==> config.mk <==
export PLATFORM = sky130hd
export DESIGN_NAME = icache_refill_ctrl
export DESIGN_NICKNAME = d
export VERILOG_FILES = /design/src/rtl/icache_refill_ctrl.sv
export SDC_FILE = /design/constraint.sdc
export NUM_CORES = 1
export LEC_CHECK = 0
export BUFFER_PORTS_ARGS = -buffer_cell sky130_fd_sc_hd__buf_2
export CORE_AREA = 5 5 159 161
export CTS_CLUSTER_DIAMETER = 100
export DETAILED_ROUTE_END_ITERATION = 6
export DIE_AREA = 0 0 164 166
export PLACE_DENSITY_LB_ADDON = 0.3
export SLEW_MARGIN = 20
export SYNTH_ARGS = -nofsm -noshare
export SYNTH_HDL_FRONTEND = slang
export SYNTH_SLANG_ARGS = --single-unit
export TNS_END_PERCENT = 1
==> constraint.sdc <==
create_clock -name clk -period 5.6 [get_ports clk]
set_input_delay 0.84 -clock clk [delete_from_list [all_inputs] [get_ports clk]]
set_output_delay 0.84 -clock clk [all_outputs]
set_load 0.05 [all_outputs]
==> src/rtl/icache_refill_ctrl.sv <==
// rtl/icache_refill_ctrl.sv - icache miss/uncached refill controller issuing one AXI4 read burst per request
// Cached misses assemble a full line for the data array; uncached fetches return a single beat.
module icache_refill_ctrl #(
    parameter int ADDR_W = 64,
    parameter int DATA_W = 64,
    parameter int LINE_W = 128
) (
    input  logic              clk,
    input  logic              rst,
    input  logic              flush,
    input  logic              miss,
    input  logic              uc_req,
    input  logic [ADDR_W-1:0] req_addr,
    input  logic              lru,
    output logic              busy,
    output logic              refresh,
    output logic [1:0]        line_we,
    output logic [5:0]        line_index,
    output logic [LINE_W-1:0] line_data,
    output logic              uc_valid,
    output logic [DATA_W-1:0] uc_data,
    output logic              bus_err,
    output logic              arvalid,
    input  logic              arready,
    output logic [ADDR_W-1:0] araddr,
    output logic [7:0]        arlen,
    output logic [2:0]        arsize,
    output logic [1:0]        arburst,
    input  logic              rvalid,
    input  logic              rlast,
    output logic              rready,
    input  logic [DATA_W-1:0] rdata,
    input  logic [1:0]        rresp
);

    localparam int BEATS    = LINE_W / DATA_W;
    localparam int CNT_W    = (BEATS > 1) ? $clog2(BEATS) : 1;
    localparam int LINE_OFF = $clog2(LINE_W / 8);
    localparam logic [ADDR_W-1:0] LINE_MASK = ~ADDR_W'(LINE_W / 8 - 1);
    localparam logic [ADDR_W-1:0] BEAT_MASK = ~ADDR_W'(DATA_W / 8 - 1);
    localparam logic [7:0]        LEN_LINE  = 8'(BEATS - 1);
    localparam logic [2:0]        SIZE_BEAT = 3'($clog2(DATA_W / 8));
    localparam logic [1:0]        BURST_INCR = 2'b01;

    typedef enum logic [1:0] {
        S_IDLE,
        S_AR,
        S_R,
        S_DONE
    } state_t;

    state_t             state;
    state_t             state_nx;
    logic [ADDR_W-1:0]  addr_q;
    logic               lru_q;
    logic               cached_q;
    logic               stale_q;
    logic               err_q;
    logic [CNT_W-1:0]   beat_cnt;
    logic [DATA_W-1:0]  slot_q [BEATS];
    logic               accept;
    logic               stale;

    assign accept = (state == S_IDLE) && (miss || uc_req) && !flush;
    // A flush landing in the DONE cycle itself still kills the write/return.
    assign stale  = stale_q || flush;

    always_ff @(posedge clk) begin
        if (rst) begin
            state <= S_IDLE;
        end else begin
            state <= state_nx;
        end
    end

    always_ff @(posedge clk) begin
        if (rst) begin
            addr_q   <= '0;
            lru_q    <= 1'b0;
            cached_q <= 1'b0;
            stale_q  <= 1'b0;
            err_q    <= 1'b0;
            beat_cnt <= '0;
            for (int i = 0; i < BEATS; i++) begin
                slot_q[i] <= '0;
            end
        end else begin
            if (accept) begin
                addr_q   <= req_addr;
                lru_q    <= lru;
                cached_q <= miss;
                stale_q  <= 1'b0;
                err_q    <= 1'b0;
                beat_cnt <= '0;
            end else if (state != S_IDLE && flush) begin
                stale_q <= 1'b1;
            end
            // rlast ends the burst; beat_cnt simply wraps if the slave sends extra beats
            if (state == S_R && rvalid) begin
                slot_q[beat_cnt] <= rdata;
                beat_cnt         <= beat_cnt + 1'b1;
                err_q            <= err_q | (rresp != 2'b00);
            end
        end
    end

    always_comb begin
        state_nx = state;
        arvalid  = 1'b0;
        rready   = 1'b0;
        refresh  = 1'b0;
        uc_valid = 1'b0;
        bus_err  = 1'b0;
        line_we  = 2'b00;
        case (state)
            S_IDLE: begin
                if (accept) begin
                    state_nx = S_AR;
                end
            end
            S_AR: begin
                arvalid = 1'b1;
                if (arready) begin
                    state_nx = S_R;
                end
            end
            S_R: begin
                rready = 1'b1;
                if (rvalid && rlast) begin
                    state_nx = S_DONE;
                end
            end
            S_DONE: begin
                state_nx = S_IDLE;
                if (err_q) begin
                    bus_err = 1'b1;
                end else if (!stale) begin
                    if (cached_q) begin
                        refresh        = 1'b1;
                        line_we[lru_q] = 1'b1;
                    end else begin
                        uc_valid = 1'b1;
                    end
                end
            end
            default: state_nx = S_IDLE;
        endcase
    end

    assign busy    = (state != S_IDLE);
    assign araddr  = (state == S_AR) ? (addr_q & (cached_q ? LINE_MASK : BEAT_MASK)) : '0;
    assign arlen   = (state == S_AR && cached_q) ? LEN_LINE : 8'd0;
    assign arsize  = (state == S_AR) ? SIZE_BEAT : 3'd0;
    assign arburst = (state == S_AR) ? BURST_INCR : 2'b00;

    assign line_index = addr_q[LINE_OFF+5:LINE_OFF];
    assign uc_data    = slot_q[0];

    for (genvar g = 0; g < BEATS; g++) begin : g_line
        assign line_data[g*DATA_W +: DATA_W] = slot_q[g];
    end

endmodule

== After elaboration in Yosys (flattened, before gate mapping) ==
Memory sizes are Yosys's and may differ from the RTL's.
Index checks and enable logic that the tools add are counted.
Word-level totals
  register bits after elaboration: 71
  memory bits (writable): 128
  input port bits: 139
  output and inout bits: 283
  word-level logic and storage cells: 74
  memories: 1
Memory list
  slot_q: words 2, bits a word 64, read ports 2, clocked after Yosys merged registers in 0, wr ports 2, RTL line 60  | logic [DATA_W-1:0] slot_q [BEATS];
Cells by class
  add/sub/neg operators: 1
  order comparisons: 2
  equal/unequal tests: 6
  multiplexer cells: 38
  bitwise logic cells: 2
  reduce and logical (&&, ||, !) cells: 17
Operators by type and width (count)
  $mux W64: 2
  $and A64 B64 Y64: 1
  $reduce_or A64 Y1: 1
  $mux W1: 25
  $mux W2: 8
  $pmux W2 S4: 1
  $logic_and A1 B1 Y1: 7
  $reduce_bool A2 Y1: 3
  $eq A2 B2 Y1 const B: 2
  $mux W4: 1
  $ne A2 B2 Y1 const B: 2
  $reduce_and A3 Y1: 1
  $eq A2 B1 Y1 const B: 1
  $logic_not A2 Y1: 1
  $logic_or A1 B1 Y1: 2
  $lt A1 B2 Y1 const B: 1
  $ne A2 B1 Y1 const B: 1
  $reduce_or A2 Y1: 1
  $add A1 B1 Y1 const B: 1
  $demux W1 S1: 1
  $ge A1 B1 Y1 const B: 1
  $logic_not A1 Y1: 1
  $or A1 B1 Y1: 1

== Longest topological paths before layout ==
Gate-level depths: netlist of run 1.
  depth after elaboration: 8
  gate-level depth with buffers: 8
  gate-level depth less buffers: 6

== Least setup slack after synthesis of run 1 ==
OpenSTA, ideal clock, no wires.
  path kind: reg2reg
  start: reg state[0]
  end: mem slot_q[0][0], enable pin
  arrival: 2.923 ns
  data required time: 5.167 ns
  setup slack: 2.244 ns
  stages on the path, launching flop included: 6
  clock period less this slack: 3.356 ns
  path through: dfxtp_1 -> inv_1 -> ha_1 -> nand2_2 -> or2_2 -> nand2b_1
RTL lines
  start: declaration: RTL line 52  | state_t state;
  start signal: assignment: RTL line 72  | state <= state_nx;
  end: declaration: RTL line 60

== Worst setup path after layout of run 1 ==
  start: reg state[0]
  end: out line_we[0]
Between the ends
  longest elaborated chain between the ends: 2
RTL lines
  $eq A2 B2 Y1: RTL line 115  | case (state)
  $mux W2: RTL line 115
  end: declaration: RTL line 17  | output logic [1:0] line_we,
No other way between the ends.

==> results of run 1 <==
[worst paths after layout]
| path | start | to | slack [ns] | depth (start not counted) |
|---|---|---|---|---|
| setup / recovery | state[0] | line_we[0] | 2.42 | 5 |
| setup reg to reg | state[0] | slot_q[1][33] | 2.71 | 7 |
| hold reg to reg | addr_q[61] | addr_q[61] | 0.46 | 2 |
| hold / removal | addr_q[61] | addr_q[61] | 0.46 | 2 |
[final cells by class]
cell class                 instances  share of cell area, %
tap                              324                   3.70
timing repair buffer             411                   18.9
clock inverter                    14                   1.43
multi-input combinational        426                   24.3
inverter                           4                  0.137
clock buffer                      18                   3.92
sequential                       196                   47.6
[power by group through the flow]
stage	clock, mW	sequential [mW]	combinational, mW
floorplan	0	2.08	1.00
detailed placement	0	1.82	1.47
CTS	1.24	1.79	1.47
global route	1.31	1.81	1.54
global placement	0	1.82	1.46
finish	1.20	1.79	1.45
[worst register-to-register path, delay by kind of cell (launching register included)]
family / cells / cell delay (ns)
buffers and inverters: 3 / 1.23
AND/OR/NAND/NOR: 3 / 0.57
flip-flops: 1 / 0.36
adder cells (fa/ha/maj): 1 / 0.27
[sequential cells by signal, indices dropped and copies added (netlist names)]
register and count:
addr_q 61, beat_cnt 1, cached_q 1, err_q 1
lru_q 1, slot_q 128, stale_q 1, state 2
[logic make-up (layout without fill, tap and decap cells)]
family | Yosys count | in the layout | synth area share, %
buf+inv | 130 | 447 | 10.8
compound gates | 72 | 72 | 6.99
simple gates | 337 | 337 | 21.9
mux | 1 | 1 | 0.115
flops | 196 | 196 | 59.6
fa+ha+maj | 4 | 4 | 0.573
other cells | 1 | 12 | 0.0429
[layer usage]
layer / wire (um) / share of wire (%) / up-vias
li1: - / - / 2946
met1: 9330 / 40 / 2874
met2: 11700 / 49 / 260
met3: 2290 / 9.7 / 21
met4: 287 / 1.2 / 8
met5: 48 / 0.20 / -
[cells in the final DEF (no fill, tap or decap), drive strengths merged, types with 2 or more instances in the layout]
cell    count
a21oi      65
and2      191
buf       411
clkbuf     18
clkinv      7
conb       12
dfxtp      68
edfxtp    128
ha          4
inv        10
nand2     127
nand2b      3
nor2        2
nor2b       4
nor3        3
o21a        2
o21ai       3
or2         2
[per-stage QoR]
step	setup slack, ns	cell area, um2	power [mW]	hold WS, ns
2_1_floorplan	2.24	8770	3.08	0.432
3_3_place_gp	2.35	10300	3.28	0.438
3_5_place_dp	2.34	10300	3.29	0.452
4_1_cts	2.37	10900	4.51	0.464
5_1_grt	2.14	10900	4.65	0.481
6_report	2.42	10900	4.45	0.460
==> impl_metrics.json, run 1 <==
{
  "status": "finished clean",
  "gp_congestion": 0.778,
  "path_delay_family": "simple AND/OR/NAND/NOR gates",
  "place_inst": 1361,
  "numClockSinks": 196,
  "drv_slew": 0,
  "synth_top_area_cell": "edfxtp_1",
  "vias_per_cell": 4.39,
  "wirelength_um": 23600,
  "finalHoldViolations": 0,
  "slew_headroom_pct": 34.4,
  "critPathMaxStageDelay_ns": 0.66,
  "cpMaxStageDelayCell": "nor4b_1",
  "synth_top_area_share_pct": 44.0,
  "mappedNetlistArea_mm2": 0.00873,
  "drc": 0,
  "gr-usage-all-layers_pct": 16.5,
  "num_rows": 57,
  "ys_warn_count": 0,
  "powerDensity_mw_per_mm2": 407,
  "synthCells": 741,
  "antenna_cells": 0,
  "grt_pass1_wl_um": 35100,
  "fill_cells": 2311,
  "min_path_type": "reg2reg",
  "vias": 6109,
  "drv_cap": 0,
  "setup_viol": 0,
  "p_int_mw": 2.63,
  "synth-seq-area-share_pct": 59.6,
  "rsz0062_at_grt": "false",
  "cp-start-kind": "flop",
  "io_pins": 422,
  "path_class": "reg2out",
  "cp_max_fo": 4,
  "drive_gt1_share_pct": 51.6,
  "drtAntennaViolNets": 0,
  "period_needed_ns": 3.18,
  "dp_hpwl_um": 16700,
  "htree_levels": 4,
  "end_kind": "primary output",
  "async_flop_share_pct": 0,
  "clockBufferDepth": 2,
  "grt.overflow.total": 0,
  "yosys_most_used_dff": "edfxtp_1",
  "multi_input_area_mm2": 0.00266,
  "wl_per_cell_um": 16.9,
  "initial_core_util_pct": 36.7,
  "power_frac_clock_pct": 27.1,
  "power.switching_mw": 1.82,
  "layout.nets": 1199,
  "cts_resized": 0,
  "vdd_drop_max_mv": 0.194,
  "grtUsageMet1_pct": 19.6,
  "synth_cell_types": 36,
  "use_met2_pct": 28.1,
  "core_area_mm2": 0.0238,
  "arrival_ns": 2.34,
  "met3_usage_pct": 6.40,
  "combPwrFrac_pct": 32.7,
  "grt_pass1_vias": 6113,
  "synth_edf_count": 128,
  "worst-path-buf-inv": 1,
  "insertion_delay_ns": 0.43,
  "path_cells": "ha_1 -> nor4b_1 -> and2_1 -> nor2b_1 -> buf_2",
  "tns_ns": 0,
  "firstDrtPassIters": 4,
  "instances_no_fill": 1393,
  "die_w_um": 164,
  "dieArea_mm2": 0.0272,
  "post_cts_buffers": 0,
  "cts_tree": "built",
  "die_h_um": 166,
  "root_buffer": "clkbuf_16",
  "yosys_register_bits": 196,
  "clkTransAtPathRegs_ns": 0.07,
  "p_sw_share_pct": 41.0,
  "synth_common_cells": "and2_1, edfxtp_1, buf_4",
  "register_area_mm2": 0.00520,
  "worst_slew_pin_slew_ns": 0.984,
  "io_buffers": 406,
  "cts-buffers-inserted": 17,
  "fmax_mhz": 314,
  "antenna_found_initial": 4,
  "fin_util_pct": 46.0,
  "grt_max_degree": 68,
  "yosysMostFrequentCell": "and2_1",
  "skew_ns": 0.0111,
  "grt-busiest-layer": "met2",
  "seqPwrFrac_pct": 40.3,
  "min_period_over_period_pct": 56.9,
  "ctsHoldBuffers": 0,
  "p_leak_nw": 5.02,
  "syn_area_per_cell_um2": 11.8,
  "syn_to_final_growth_pct": 25.3,
  "yosys-top-cells-area": "edfxtp_1, dfxtp_1, and2_1",
  "drt_iter0_drc": 330,
  "cp.required_ns": 4.76
}
No activity file was read; power rests on OpenSTA's default activity.
==> run 2: changes to the inputs <==
clock period = 3.2 ns   (was 5.6 ns; I/O delays follow)
==> impl_metrics.json, run 2 (synthesized netlist as in run 1, its figures left out) <==
{
  "status": "finished clean",
  "insertion_delay_ns": 0.42,
  "io_pins": 422,
  "p_sw_share_pct": 40.3,
  "setup_ws_ns": 0.389,
  "vias": 6063,
  "fmax_mhz": 356,
  "reg_top3": "slot_q (128), addr_q (61), state (2)",
  "firstDrtPassIters": 4,
  "tns_ns": 0,
  "grt_pass1_vias": 6178,
  "clockBufferDepth": 2,
  "instances_no_fill": 1397,
  "cp_max_fo": 4,
  "root_buffer": "clkbuf_16",
  "vias_per_cell": 4.34,
  "hold_ws_ns": 0.284,
  "min_path_type": "in2reg",
  "drv_slew": 0,
  "wl_per_cell_um": 17.0,
  "drive_gt1_share_pct": 51.9,
  "period_needed_ns": 2.81,
  "layout.nets": 1204,
  "cp-start-kind": "flop",
  "cts-buffers-inserted": 17,
  "syn_to_final_growth_pct": 26.2,
  "path_class": "reg2out",
  "min_period_over_period_pct": 87.9,
  "place_inst": 1366,
  "antenna_cells": 0,
  "wirelength_um": 23700,
  "cp.required_ns": 2.72,
  "skew_ns": 0.0144,
  "p_int_mw": 4.69,
  "power.switching_mw": 3.17,
  "clkTransAtPathRegs_ns": 0.08,
  "grt_pass1_wl_um": 36000,
  "p_leak_nw": 5.06,
  "rsz0062_at_grt": "false",
  "drt_iter0_drc": 404,
  "drtAntennaViolNets": 0,
  "seqPwrFrac_pct": 39.8,
  "total_power_mw": 7.86,
  "cts_tree": "built",
  "cts_resized": 0,
  "grt_max_degree": 68,
  "arrival_ns": 2.33,
  "io_buffers": 406,
  "vdd_drop_max_mv": 0.476,
  "die_w_um": 164,
  "power_frac_clock_pct": 27.4,
  "end_kind": "primary output",
  "antenna_found_initial": 2,
  "drc": 0,
  "core_area_mm2": 0.0238,
  "grt.overflow.total": 0,
  "dp_hpwl_um": 17200,
  "finalHoldViolations": 0,
  "dieArea_mm2": 0.0272,
  "htree_levels": 4,
  "postLayoutCellArea_mm2": 0.0110,
  "powerDensity_mw_per_mm2": 713,
  "largest_register": "slot_q",
  "layout_commonest_cell": "buf_2",
  "num_rows": 57,
  "die_h_um": 166,
  "worst_slew_pin_slew_ns": 0.839,
  "numClockSinks": 196,
  "post-place-ws_ns": 0.734,
  "combPwrFrac_pct": 32.8,
  "initial_core_util_pct": 36.7,
  "ctsHoldBuffers": 0,
  "post_cts_buffers": 0,
  "gp_congestion": 0.791,
  "fin_util_pct": 46.3,
  "largest_reg_flops": 128,
  "slew_headroom_pct": 43.9,
  "drv_cap": 0,
  "gr-usage-all-layers_pct": 17.0,
  "setup_viol": 0,
  "mostFrequentLayoutCells": "buf_2, and2_1, edfxtp_1",
  "placed_cell_area_mm2": 0.0104
}
==> run 2: cell types whose count changed in the layout (fill, tap and decap cells not counted), sizes merged <==
cell      delta
bufinv       +1
inv          +3
clkinvlp     +1
clkinv       -5
clkbuf       -1
buf          +5
==> run 2: layer usage <==
layer / vias to the layer above / wire [um] / global-route usage (%)
met3: 19 / 2780 / 7.40
met1: 2798 / 9150 / 20.0
met4: 4 / 352 / 4.16
met5: - / 34 / 0
li1: 2957 / - / -
met2: 285 / 11400 / 28.5
==> run 2: final timing paths <==
| path | endpoint | slack (ns) | from | cells after the start |
|---|---|---|---|---|
| max | line_we[0] | 0.39 | state[0] | 5 |
| min | addr_q[34] | 0.28 | req_addr[34] | 3 |
| max reg2reg | slot_q[0][15] | 0.99 | state[0] | 6 |
| min reg2reg | addr_q[3] | 0.46 | addr_q[3] | 2 |
==> run 2: power groups by stage <==
stage / logic (mW) / clock network, mW / registers, mW
after floorplan: 1.75 / 0 / 3.63
after global placement: 2.60 / 0 / 3.18
after detailed placement: 2.61 / 0 / 3.19
after CTS: 2.61 / 2.22 / 3.14
after global routing: 2.73 / 2.35 / 3.17
final: 2.58 / 2.16 / 3.13
==> run 2: area by class of cell <==
class | count | area [um2]
Fill cell | 2302 | 12800
Sequential cell | 196 | 5200
Multi-Input combinational cell | 426 | 2650
Timing Repair Buffer | 416 | 2160
Clock buffer | 17 | 425
Tap cell | 324 | 405
Clock inverter | 14 | 159
Inverter | 4 | 15.0
==> run 2: critical path, stage by stage (launching register included) <==
cell and delay [ns]:
dfxtp_1 0.40, ha_1 0.18, nor4b_1 0.58, and2_1 0.22, nor2b_1 0.22, buf_2 0.31
